<file path="config.mk">
export PLATFORM = sky130hd
export DESIGN_NAME = bp_me_burst_arb
export DESIGN_NICKNAME = d
export VERILOG_FILES = /design/src/rtl/bp_me_burst_arb.sv
export SDC_FILE = /design/constraint.sdc
export NUM_CORES = 1
export LEC_CHECK = 0
export BUFFER_PORTS_ARGS = -buffer_cell sky130_fd_sc_hd__buf_2
export CORE_AREA = 2 2 391 393
export DETAILED_ROUTE_END_ITERATION = 6
export DIE_AREA = 0 0 393 395
export HOLD_SLACK_MARGIN = 0.15
export RECOVER_POWER = 100
export SYNTH_ARGS = -nofsm -noshare
export SYNTH_HDL_FRONTEND = slang
export SYNTH_SLANG_ARGS = --single-unit
export TNS_END_PERCENT = 30
</file>
<file path="constraint.sdc">
create_clock -name clk_i -period 3.1 [get_ports clk_i]
set_clock_uncertainty 0.2 [all_clocks]
set_input_delay 0.31 -clock clk_i [delete_from_list [all_inputs] [get_ports clk_i]]
set_output_delay 0.31 -clock clk_i [all_outputs]
set_load 0.03 [all_outputs]
</file>
<file path="src/rtl/bp_me_burst_arb.sv">
// Purpose: round-robin arbiter merging N BedRock burst channels (header + data beats) onto one stream.
// Latency: zero cycles; headers and data beats pass combinationally from the selected or locked channel.
// Backpressure: downstream ready is routed only to the selected or locked channel. All other readies are 0.
//
// Ports:
//   clk_i, reset_n_i                 clock and asynchronous active-low reset
//   in_header_*/in_has_data_i        per-channel header handshake, packed with channel 0 in the LSBs
//   in_data_*/in_last_i              per-channel data-beat handshake, packed with channel 0 in the LSBs
//   out_header_*/out_has_data_o      merged header stream
//   out_data_*/out_last_o            merged data stream
//   grant_id_o                       channel that is currently selected (IDLE) or locked (DATA)
//   error_o                          sticky flag: a burst ran past max_beats_p
module bp_me_burst_arb #(
  parameter int num_chan_p     = 4,
  parameter int header_width_p = 128,
  parameter int data_width_p   = 64,
  parameter int max_beats_p    = 8,
  localparam int chan_id_width_lp  = (num_chan_p > 1) ? $clog2(num_chan_p) : 1,
  localparam int beat_cnt_width_lp = $clog2(max_beats_p + 1)
) (
  input  logic                                 clk_i,
  input  logic                                 reset_n_i,
  input  logic [num_chan_p*header_width_p-1:0] in_header_i,
  input  logic [num_chan_p-1:0]                in_header_v_i,
  output logic [num_chan_p-1:0]                in_header_ready_and_o,
  input  logic [num_chan_p-1:0]                in_has_data_i,
  input  logic [num_chan_p*data_width_p-1:0]   in_data_i,
  input  logic [num_chan_p-1:0]                in_data_v_i,
  output logic [num_chan_p-1:0]                in_data_ready_and_o,
  input  logic [num_chan_p-1:0]                in_last_i,
  output logic [header_width_p-1:0]            out_header_o,
  output logic                                 out_header_v_o,
  output logic                                 out_has_data_o,
  input  logic                                 out_header_ready_and_i,
  output logic [data_width_p-1:0]              out_data_o,
  output logic                                 out_data_v_o,
  output logic                                 out_last_o,
  input  logic                                 out_data_ready_and_i,
  output logic [chan_id_width_lp-1:0]          grant_id_o,
  output logic                                 error_o
);

  typedef enum logic {e_idle, e_data} state_e;

  state_e                        state_r, state_n;
  logic [chan_id_width_lp-1:0]   rr_ptr_r, rr_ptr_n;
  logic [chan_id_width_lp-1:0]   lock_id_r, lock_id_n;
  logic [beat_cnt_width_lp-1:0]  beat_cnt_r, beat_cnt_n;
  logic                          error_r, error_n;

  logic [chan_id_width_lp-1:0]   sel_id;
  logic                          sel_v;
  logic [chan_id_width_lp:0]     cand;
  logic                          hdr_hs, data_hs;

  logic [header_width_p-1:0] hdr_arr  [num_chan_p];
  logic [data_width_p-1:0]   data_arr [num_chan_p];

  for (genvar g = 0; g < num_chan_p; g++) begin : g_unpack
    assign hdr_arr[g]  = in_header_i[g*header_width_p +: header_width_p];
    assign data_arr[g] = in_data_i[g*data_width_p +: data_width_p];
  end

  function automatic logic [chan_id_width_lp-1:0] inc_wrap(input logic [chan_id_width_lp-1:0] id);
    return (id == chan_id_width_lp'(num_chan_p - 1)) ? '0 : id + 1'b1;
  endfunction

  // Scan from rr_ptr upward with wrap. The first valid channel found wins.
  // With no channel valid, the selection falls back to rr_ptr.
  always_comb begin
    sel_id = rr_ptr_r;
    sel_v  = 1'b0;
    cand   = '0;
    for (int i = 0; i < num_chan_p; i++) begin
      cand = {1'b0, rr_ptr_r} + (chan_id_width_lp+1)'(i);
      if (cand >= (chan_id_width_lp+1)'(num_chan_p)) begin
        cand = cand - (chan_id_width_lp+1)'(num_chan_p);
      end
      if (!sel_v && in_header_v_i[cand[chan_id_width_lp-1:0]]) begin
        sel_v  = 1'b1;
        sel_id = cand[chan_id_width_lp-1:0];
      end
    end
  end

  always_ff @(posedge clk_i or negedge reset_n_i) begin
    if (!reset_n_i) begin
      state_r    <= e_idle;
      rr_ptr_r   <= '0;
      lock_id_r  <= '0;
      beat_cnt_r <= '0;
      error_r    <= 1'b0;
    end else begin
      state_r    <= state_n;
      rr_ptr_r   <= rr_ptr_n;
      lock_id_r  <= lock_id_n;
      beat_cnt_r <= beat_cnt_n;
      error_r    <= error_n;
    end
  end

  // Next state and outputs. Every output is forced to 0 while reset is held,
  // so the outputs stay quiet whatever the inputs do during reset.
  always_comb begin
    state_n               = state_r;
    rr_ptr_n              = rr_ptr_r;
    lock_id_n             = lock_id_r;
    beat_cnt_n            = beat_cnt_r;
    error_n               = error_r;
    hdr_hs                = 1'b0;
    data_hs               = 1'b0;
    in_header_ready_and_o = '0;
    in_data_ready_and_o   = '0;
    out_header_o          = '0;
    out_header_v_o        = 1'b0;
    out_has_data_o        = 1'b0;
    out_data_o            = '0;
    out_data_v_o          = 1'b0;
    out_last_o            = 1'b0;
    grant_id_o            = '0;

    if (reset_n_i) begin
      case (state_r)
        e_idle: begin
          out_header_o                  = hdr_arr[sel_id];
          out_header_v_o                = sel_v;
          out_has_data_o                = in_has_data_i[sel_id];
          in_header_ready_and_o[sel_id] = out_header_ready_and_i;
          grant_id_o                    = sel_id;
          hdr_hs                        = sel_v & out_header_ready_and_i;
          if (hdr_hs) begin
            if (in_has_data_i[sel_id]) begin
              state_n    = e_data;
              lock_id_n  = sel_id;
              beat_cnt_n = '0;
            end else begin
              rr_ptr_n = inc_wrap(sel_id);
            end
          end
        end
        e_data: begin
          out_data_o                       = data_arr[lock_id_r];
          out_data_v_o                     = in_data_v_i[lock_id_r];
          out_last_o                       = in_last_i[lock_id_r];
          in_data_ready_and_o[lock_id_r]   = out_data_ready_and_i;
          grant_id_o                       = lock_id_r;
          data_hs                          = in_data_v_i[lock_id_r] & out_data_ready_and_i;
          if (data_hs) begin
            // The counter saturates, so an overlong burst cannot wrap it back to a legal value.
            if (beat_cnt_r != beat_cnt_width_lp'(max_beats_p)) begin
              beat_cnt_n = beat_cnt_r + 1'b1;
            end
            if (!in_last_i[lock_id_r] && beat_cnt_r == beat_cnt_width_lp'(max_beats_p - 1)) begin
              error_n = 1'b1;
            end
            if (in_last_i[lock_id_r]) begin
              state_n  = e_idle;
              rr_ptr_n = inc_wrap(lock_id_r);
            end
          end
        end
        default: state_n = e_idle;
      endcase
    end
  end

  assign error_o = error_r;

endmodule

</file>
Word level (Yosys, flattened, before mapping)
Cells that the tools add are included.

Output and inout bits: 207. Flip-flop bits (word level): 10. Word-level logic and storage cells: 131. Input port bits: 788.

Muxes and demuxes: 71. $lt $le $gt $ge: 14. Bitwise operators: 7. Equality and inequality tests: 10. Reductions and logical operators: 14. Add/sub/neg operators: 10.

Operators by type and width (count): $mux W128 (4); $bmux W128 S2 (1); $mux W64 (4); $bmux W64 S2 (1); $mux W4 (8); $mux W2 (15); $mux W1 (25); $lt A2 B3 Y1 const B (6); $ge A3 B3 Y1 const B (5); $bmux W1 S2 (7); $reduce_and A5 Y1 (2); $and A4 B4 Y4 (2); $pmux W2 S2 (2); $pmux W4 S2 (1); $reduce_and A4 Y1 (2); $sub A2 B1 Y2 const B (4); $add A2 B2 Y3 const B (2); $logic_and A1 B1 Y1 (6); $ne A2 B1 Y1 const B (3); $ne A2 B2 Y1 const B (3); $not A2 Y3 (2); $add A2 B1 Y2 const B (2); $add A4 B1 Y4 const B (1); $demux W1 S2 (2); other kinds (10) (16).

Longest topological paths before layout
Gate-level depths: netlist (run 1).

Depth after elaboration: 21. Mapped depth: 9.

Worst setup path before layout (run 1)
No wires, ideal clock.

Kind: register -> output. Start: register rr_ptr_r[1]. End: output in_header_ready_and_o[0]. Arrival time: 2.059 ns. Path slack: 0.531 ns. Data required time: 2.590 ns. Cell stages (with the launch flop): 9. Cell sequence: dfrtp_1 > and3b_1 > or4_4 > nand2_2 > inv_2 > buf_2 > buf_2 > ha_1 > and3_1.

Longest elaborated chain between the ends: 21. Elaborated cells on any way between the ends: 44. Classes of those cells: 7 x add/sub; 6 x order compare; 23 x mux; 1 x bitwise; 7 x reduce/logical.

RTL lines: start: declaration (RTL line 46) `logic [chan_id_width_lp-1:0] rr_ptr_r, rr_ptr_n;`; start signal: assignment (RTL line 95) `rr_ptr_r <= rr_ptr_n;`; parallel branches: the longest is 13 deep, another holds $add A2 B1 Y3; $mux W2 (*) (RTL line 79) `if (!sel_v && in_header_v_i[cand[chan_id_width_lp-1:0]]) begin`; $lt A2 B3 Y1 (implied by the code) / $ge A2 B1 Y1 (equally long branches) (RTL line 128) `in_header_ready_and_o[sel_id] = out_header_ready_and_i;`; $logic_and A1 B1 Y1 (implied by the code) (RTL line 128); $mux W1 (implied by the code) (RTL line 128); $demux W1 S2 (*) (RTL line 128); $and A4 B4 Y4 (no source line) (*); $mux W4 (*) (RTL line 123) `case (state_r)`; $mux W4 (*) (RTL line 122) `if (reset_n_i) begin`; end: declaration (RTL line 25) `output logic [num_chan_p-1:0] in_header_ready_and_o,`.

Every way passes the cells marked *. The select of a mux whose other input is x is not followed.

Worst setup path in the final report (run 1)
Start: register rr_ptr_r[1]. End: output out_header_o[32].

Longest elaborated chain between the ends: 20. Elaborated cells on any way between the ends: 42. Classes of those cells: 7 x add/sub; 4 x order compare; 24 x mux; 1 x bitwise; 6 x reduce/logical.

RTL lines: parallel branches: the longest is 13 deep, another holds $add A2 B1 Y3; $mux W2 (*) (RTL line 79); $not A2 Y3 (implied by the code) (*) (RTL line 125) `out_header_o = hdr_arr[sel_id];`; $bmux W128 S2 (*) (RTL line 125); $mux W128 (implied by the code) (*) (2 in a row) (RTL line 125); $mux W128 (*) (RTL line 123); $mux W128 (*) (RTL line 122); end: declaration (RTL line 31) `output logic [header_width_p-1:0] out_header_o,`.

Marks and branches as above.

==> results by group, run 1 <==
Placed design
  – Pre-CTS WS: -0.179 ns
  – Final HPWL DP: between 100000 and 150000 um
  – I/O Buffers: ~1000
  – Routability cong.: 1.07
  – Placed cells: 4252

Finish
  – Area of the multi-input gates: roughly 0.0070 sq mm
  – Sequential Area: 255 sq um
  – Nets@finish: slightly above 3k
  – Share of layout cells above drive strength 1: 0.545
  – Final-layout fill cell count: between 15k and 20k
  – Final Non-Filler Cells: approximately 4.3k
  – Area growth, synth to finish: 122%
  – Final core occ: 0.110

Worst setup path
  – Worst EP arrival: ~2.6 ns
  – Critical Path RT: 2.59 ns
  – CP endpoint kind: output port
  – CP top delay family: simple AND/OR/NAND/NOR gates
  – Kind of critical path: flip-flop to output port
  – Worst Path Buf+Inv: 4
  – CP cell instances: and3b_1, or4_4, nand2_8, inv_8, buf_4, buf_12, nand2_1, nand3_2, and3_1, buf_2
  – Crit path largest cell delay: approximately 0.53 ns
  – R2r setup slk: around 0.17 ns
  – Worst-path fanout max: 27
  – Slowest CP cell: or4_4
  – Startpoint Class: flip-flop

STA
  – Post-layout min period: 3.10 ns
  – Slew headroom: 0.470
  – Fmax: between 0.3 and 0.4 GHz
  – Setup TNS: -0.00205 ns
  – Hold WS: between 0.15 and 0.2 ns
  – Crit share post-route: 1.00
  – Setup ws final: -0.00205 ns
  – Final hold vios: 0
  – Final max-slew violation count: 0
  – Endpoints failing setup: 1
  – RSZ-0062 raised after global routing: true
  – Worst-margin pin slew: slightly below 0.8 ns

Logic synthesis
  – FF+latch count, synth: 10
  – Cells after Synth: approximately 1.3k
  – Unique masters post-synth: between 40 and 50
  – Syn Nets: 2075
  – Main flop type after synthesis: dfrtp_1
  – Ys async rst share: 1.00
  – Synth warnings: 0
  – Post-synth EDFFs: 0
  – Part of the Yosys area used for sequential elements: 0.0335
  – Mapped cell area: ~0.0075 sq mm
  – Synthesized area per cell: 5.85 sq um

Power and ir drop
  – Sw Share: 0.619
  – P_sw: around 7.5 mW
  – PD cells: about 730 mW/mm^2
  – Pint: approximately 4.6 mW
  – Power share of the combinational group: 0.947
  – Reg power frac: 0.032
  – Pleak: approximately 8.5 nW
  – Peak VDD IR: 0.323 mV
  – Clock share of power: 0.021

Die
  – Die Span Y: around 400 um
  – Ports: ~1000
  – Row count: between 100 and 150
  – Die W: between 300 and 400 um
  – Core ar.: approximately 0.15 sq mm
  – Die Area: approximately 0.16 sq mm
  – Starting Density: 0.0494

Clock tree
  – Clk root buf: clkbuf_16
  – Clock slew at reported path FFs: roughly 0.04 ns
  – Num CTS Buffers: 3
  – Max clock buf depth: 2
  – CTS H-Tree Depth: 1
  – Sink Count: 10
  – CTS tree: yes
  – Clk Latency, worst-skew pair: between 0.2 and 0.25 ns

Detailed routing
  – WL per Instance: a little under 30 um
  – Vias/cell: approximately 3.6
  – DRT Pass-1 Iters: 6
  – DRC viols: 0
  – Initial DRC Count: ~1.5k
  – Detailed Route WL: between 100000 and 150000 um
  – Antenna-violating nets left: 0
  – Vias: around 15k

Flow run
  – Max-cap viol count: 0

Outcome
  – Violated checks: negative setup slack
  – Status: complete, but fails checks

Global routing
  – Largest net degree at the start of global routing: 69
  – Vias in the first global route: approximately 14k
  – Global route overflow: 0
  – Overall routing resource usage: 0.149
  – First-pass GRT wire length: 149000 um
  – Initial antenna violation count: 236

Worst hold path
  – HP Class: input port to flip-flop
## worst reg2reg max path, stage by stage (launching register included)
cell and delay (ns):
dfrtp_1 0.37, and3b_1 0.18, or4_4 0.53, nand2_8 0.16
buf_4 0.18, clkbuf_16 0.21, a221oi_2 0.11, buf_4 0.15
nor3_1 0.50, mux2i_1 0.25
## synth_stat cells (2+ instances only)
library cell	number	area share
o311ai_2	4	0.0087
ha_1	10	0.017
dfrtp_1	10	0.033
nor3b_1	2	0.0020
inv_1	9	0.0045
mux2_2	2	0.0030
and2_1	70	0.059
buf_1	7	0.0035
and3_1	137	0.11
buf_2	53	0.035
o21ai_0	7	0.0047
o211a_1	2	0.0027
nand3_1	259	0.17
nor4b_1	2	0.0023
mux2i_1	3	0.0040
nor2b_1	6	0.0050
nand2_1	529	0.27
a21oi_1	2	0.0013
mux4_2	65	0.20
clkbuf_1	67	0.034
nor2_1	6	0.0030
nor3_1	2	0.0013
## layout make-up
cell class	count	share of cell area
multi-input cells	1130	0.422
inverters	10	0.00317
diodes	75	0.0113
repair buffers	1084	0.389
flip-flops and latches	10	0.0154
clock buffers	4	0.00536
well taps	2030	0.153
## layout by cell type, fill, tap and decap left out, types with 9 or more instances in the layout
cell type    n
and3_4       9
ha_1        10
clkbuf_16    9
mux4_2      65
nand3_4     10
buf_4       45
clkbuf_2    22
diode_2     75
nand3_2     17
nand2_1    506
and2_1      69
and3_1     127
nand2_2     15
nand3_1    232
buf_2      943
buf_12      44
## per-layer routing
metal	routed length [um]	share of wire	up-vias	GRT usage
li1	-	-	6403	-
met1	36300	0.29	7095	0.132
met2	61800	0.49	1229	0.269
met3	18300	0.15	534	0.0943
met4	7390	0.059	202	0.0559
met5	1290	0.010	-	0.00940
## flip-flops by register name, summed over array words and instances, names as in the netlist
name,count
beat_cnt_r,4
error_o,1
state_r,1
lock_id_r,2
rr_ptr_r,2
## cell families (layout without fill, tap and decap cells)
logic type	after synthesis	count (layout)	synth area share
buf+inv	137	1098	0.0777
simple gates	1022	1022	0.635
other cells	0	75	0
flops	10	10	0.0335
compound gates	28	28	0.0338
fa+ha+maj	10	10	0.0167
mux	70	70	0.203
## what timing repair did
item / 4_1_cts / 5_1_grt
endpoints found under the hold margin: 10 / 0
pin swaps: 0 / 1
setup endpoints to repair: 29 / 84
buffers inserted: 0 / 3
hold buffers: 1 / 0
gates resized for setup: 35 / 62
cloned: 0 / 8
## worst paths after layout
path,from,end,cells past startpoint
worst max-delay path,rr_ptr_r[1],out_header_o[32],10
worst min-delay path,out_data_ready_and_i,error_o,2
worst max register to register,rr_ptr_r[1],lock_id_r[0],9
worst min register to register,error_o,error_o,1
max in group asynchronous,reset_n_i,lock_id_r[1],3
min in group asynchronous,reset_n_i,rr_ptr_r[1],2
## power groups by stage
stage / clock network, mW / registers (mW) / logic (mW)
finish: 0.261 / 0.383 / 11.5
global route: 0.269 / 0.405 / 12.2
CTS: 0.265 / 0.392 / 11.2
detailed placement: 0 / 0.395 / 11.1
global placement: 0 / 0.390 / 11.0
floorplan: 0 / 0.254 / 5.97
## stage by stage
stage	instance area [sq um]	power (mW)
floorplan	7470	6.22
global placement	15700	11.4
detailed placement	15700	11.5
CTS	16000	11.9
global route	16500	12.9
finish	16600	12.1
Power figures use the tool's default switching activity.
==> inputs of run 2 (changes only) <==
--- a/config.mk
+++ b/config.mk
@@ -6,11 +6,13 @@
 export NUM_CORES = 1
 export LEC_CHECK = 0
 export BUFFER_PORTS_ARGS = -buffer_cell sky130_fd_sc_hd__buf_2
-export CORE_AREA = 2 2 391 393
+export CORE_AREA = 8 8 386 388
 export DETAILED_ROUTE_END_ITERATION = 6
-export DIE_AREA = 0 0 393 395
+export DIE_AREA = 0 0 394 396
+export GPL_ROUTABILITY_DRIVEN = 0
 export HOLD_SLACK_MARGIN = 0.15
 export RECOVER_POWER = 100
+export SKIP_LAST_GASP = 1
 export SYNTH_ARGS = -nofsm -noshare
 export SYNTH_HDL_FRONTEND = slang
 export SYNTH_SLANG_ARGS = --single-unit
==> run 2 against run 1 <==
Hold slack better by 0.038 ns. First-iteration DRC count rose by 24%. Die area increased by 0.51%. Final cell count decreased by 3.2%. Via count down 1.5%. Flip-flop and latch count did not move. Cell area is 2.4% lower. The flow still finishes with violations (negative setup slack). Core utilization rose by 0.36 points.
==> results by group, run 2 (synthesis results as in run 1) <==
Outcome
  – Status: complete, but fails checks
  – Violated checks: negative setup slack

Power and ir drop
  – Clock share of power: 0.022
  – Final Power: 11.8 mW
  – PD cells: between 700 and 800 mW/mm^2
  – Peak VDD IR: 0.389 mV
  – Pleak: approximately 8.4 nW
  – P_sw: between 7 and 8 mW
  – Power share of the combinational group: 0.943
  – Pint: between 4 and 5 mW
  – Reg power frac: 0.036
  – Sw Share: 0.610

Finish
  – Top Registers: beat_cnt_r (4), lock_id_r (2), rr_ptr_r (2)
  – Most common cell after layout, fill and taps aside: buf_2
  – Number of flip-flops under the largest register name: 4
  – Largest Register: beat_cnt_r
  – Share of layout cells above drive strength 1: 0.525
  – Final core occ: 0.113
  – Area growth, synth to finish: 116%
  – Final Non-Filler Cells: approximately 4.2k
  – Most frequent cells in the layout: buf_2 (948), nand2_1 (529), nand3_1 (255)
  – Final-layout fill cell count: about 17k
  – Nets@finish: between 3k and 4k

STA
  – Worst-margin pin slew: about 0.68 ns
  – Hold WS: roughly 0.23 ns
  – Final max-slew violation count: 0
  – Fmax: between 0.3 and 0.4 GHz
  – Crit share post-route: 1.02
  – Setup ws final: -0.0594 ns
  – Post-layout min period: 3.16 ns
  – Slew headroom: 0.549
  – RSZ-0062 raised after global routing: true
  – Final hold vios: 0
  – Endpoints failing setup: 14

Detailed routing
  – WL per Instance: ~29 um
  – Antenna-violating nets left: 0
  – DRT Pass-1 Iters: 7
  – Detailed Route WL: approximately 120000 um
  – Initial DRC Count: 1825
  – Vias: approximately 15k
  – Vias/cell: approximately 3.6
  – DRC viols: 0

Die
  – Die W: just under 400 um
  – Starting Density: 0.0523
  – Die Span Y: roughly 400 um
  – Row count: 139
  – Ports: 995
  – Core ar.: approximately 0.14 sq mm
  – Die Area: approximately 0.16 sq mm

Clock tree
  – Clock slew at reported path FFs: roughly 0.040 ns
  – CTS tree: yes
  – Num CTS Buffers: 3
  – Clk Latency, worst-skew pair: around 0.24 ns
  – Max clock buf depth: 2
  – Clk root buf: clkbuf_16
  – CTS H-Tree Depth: 1
  – Sink Count: 10

Placed design
  – Placed cells: 4115
  – I/O Buffers: roughly 990
  – Pre-CTS WS: -0.0731 ns
  – Final HPWL DP: between 100000 and 150000 um

Global routing
  – Vias in the first global route: 14.4k
  – Initial antenna violation count: 203
  – Met1 usage: 0.133
  – Overall routing resource usage: 0.144
  – Largest net degree at the start of global routing: 84
  – Met2 global-route usage: 0.255
  – Met3 Track Usage GR: 0.0894
  – Most used routing layer: met2
  – First-pass GRT wire length: approximately 150000 um
  – Global route overflow: 0

Worst setup path
  – Startpoint Class: flip-flop
  – Worst-path fanout max: 16
  – CP cell instances: and3b_1, or4_4, nand2_8, buf_16, buf_16, buf_12, nand2_1, nand3_1, and3_4, buf_4
  – Slowest CP cell: or4_4
  – Worst reg2reg path depth: 7
  – Crit path largest cell delay: around 0.53 ns
  – Kind of critical path: flip-flop to output port
  – CP endpoint kind: output port
  – FF-to-FF Start: rr_ptr_r[1]
  – Crit path from: rr_ptr_r[1]
  – Cell mode on critical path: buf_16
  – Critical Path RT: about 2.6 ns
  – Worst EP arrival: about 2.7 ns

Worst hold path
  – Hold path depth: 2
  – Hold_sp: out_data_ready_and_i
  – HP Class: input port to flip-flop

Flow run
  – Max-cap viol count: 0
[run 2: metrics by stage]
stage	setup TNS (ns)	instance area, sq um
after detailed placement	-0.0731	15400
after global routing	-5.07	16100
final	-0.276	16200
after CTS	-1.26	15800
after floorplan	0	7470
after global placement	-0.0634	15400
[run 2: power groups by stage]
stage,registers (mW),clock network [mW],logic (mW)
5_1_grt,0.444,0.273,11.8
3_3_place_gp,0.424,0,10.5
2_1_floorplan,0.254,0,5.97
4_1_cts,0.428,0.263,11.1
6_report,0.421,0.258,11.1
3_5_place_dp,0.430,0,10.6
[run 2: cell type report]
type	count	area, sq um	area share
multi-input combinational	1130	6700	0.414
timing repair buffer	1078	6510	0.403
tap	1903	2380	0.147
sequential	10	255	0.0158
antenna	71	178	0.0110
clock buffer	4	88.8	0.00549
inverter	10	57.6	0.00356
[run 2: layer usage]
metal | wire length [um] | vias up
met4 | 6320 | 112
met1 | 36600 | 6989
met3 | 18100 | 418
met5 | 759 | -
li1 | - | 6391
met2 | 60000 | 1325
[run 2: path summary, 6_finish.rpt]
check | slack (ns) | to
max in group asynchronous | 2.01 | lock_id_r[0]
hold reg to reg | 0.28 | error_o
hold / removal | 0.23 | error_o
setup reg to reg | 0.31 | lock_id_r[0]
min in group asynchronous | 0.46 | rr_ptr_r[1]
setup / recovery | -0.06 | out_header_o[50]
[run 2: what timing repair did]
| action | in CTS | in global routing |
|---|---|---|
| setup endpoints to repair | 52 | 107 |
| setup buffers | 1 | 5 |
| hold buffers | 1 | 0 |
| pin swaps | 1 | 2 |
| hold endpoints to repair | 10 | 0 |
| resized for setup | 19 | 29 |
| cloned | 7 | 2 |
[run 2: worst max-delay path, delay by kind of cell, from the launching register on]
kind | cells | cell delay, ns
simple gates | 6 | 1.26
flops | 1 | 0.37
buf+inv | 4 | 0.70
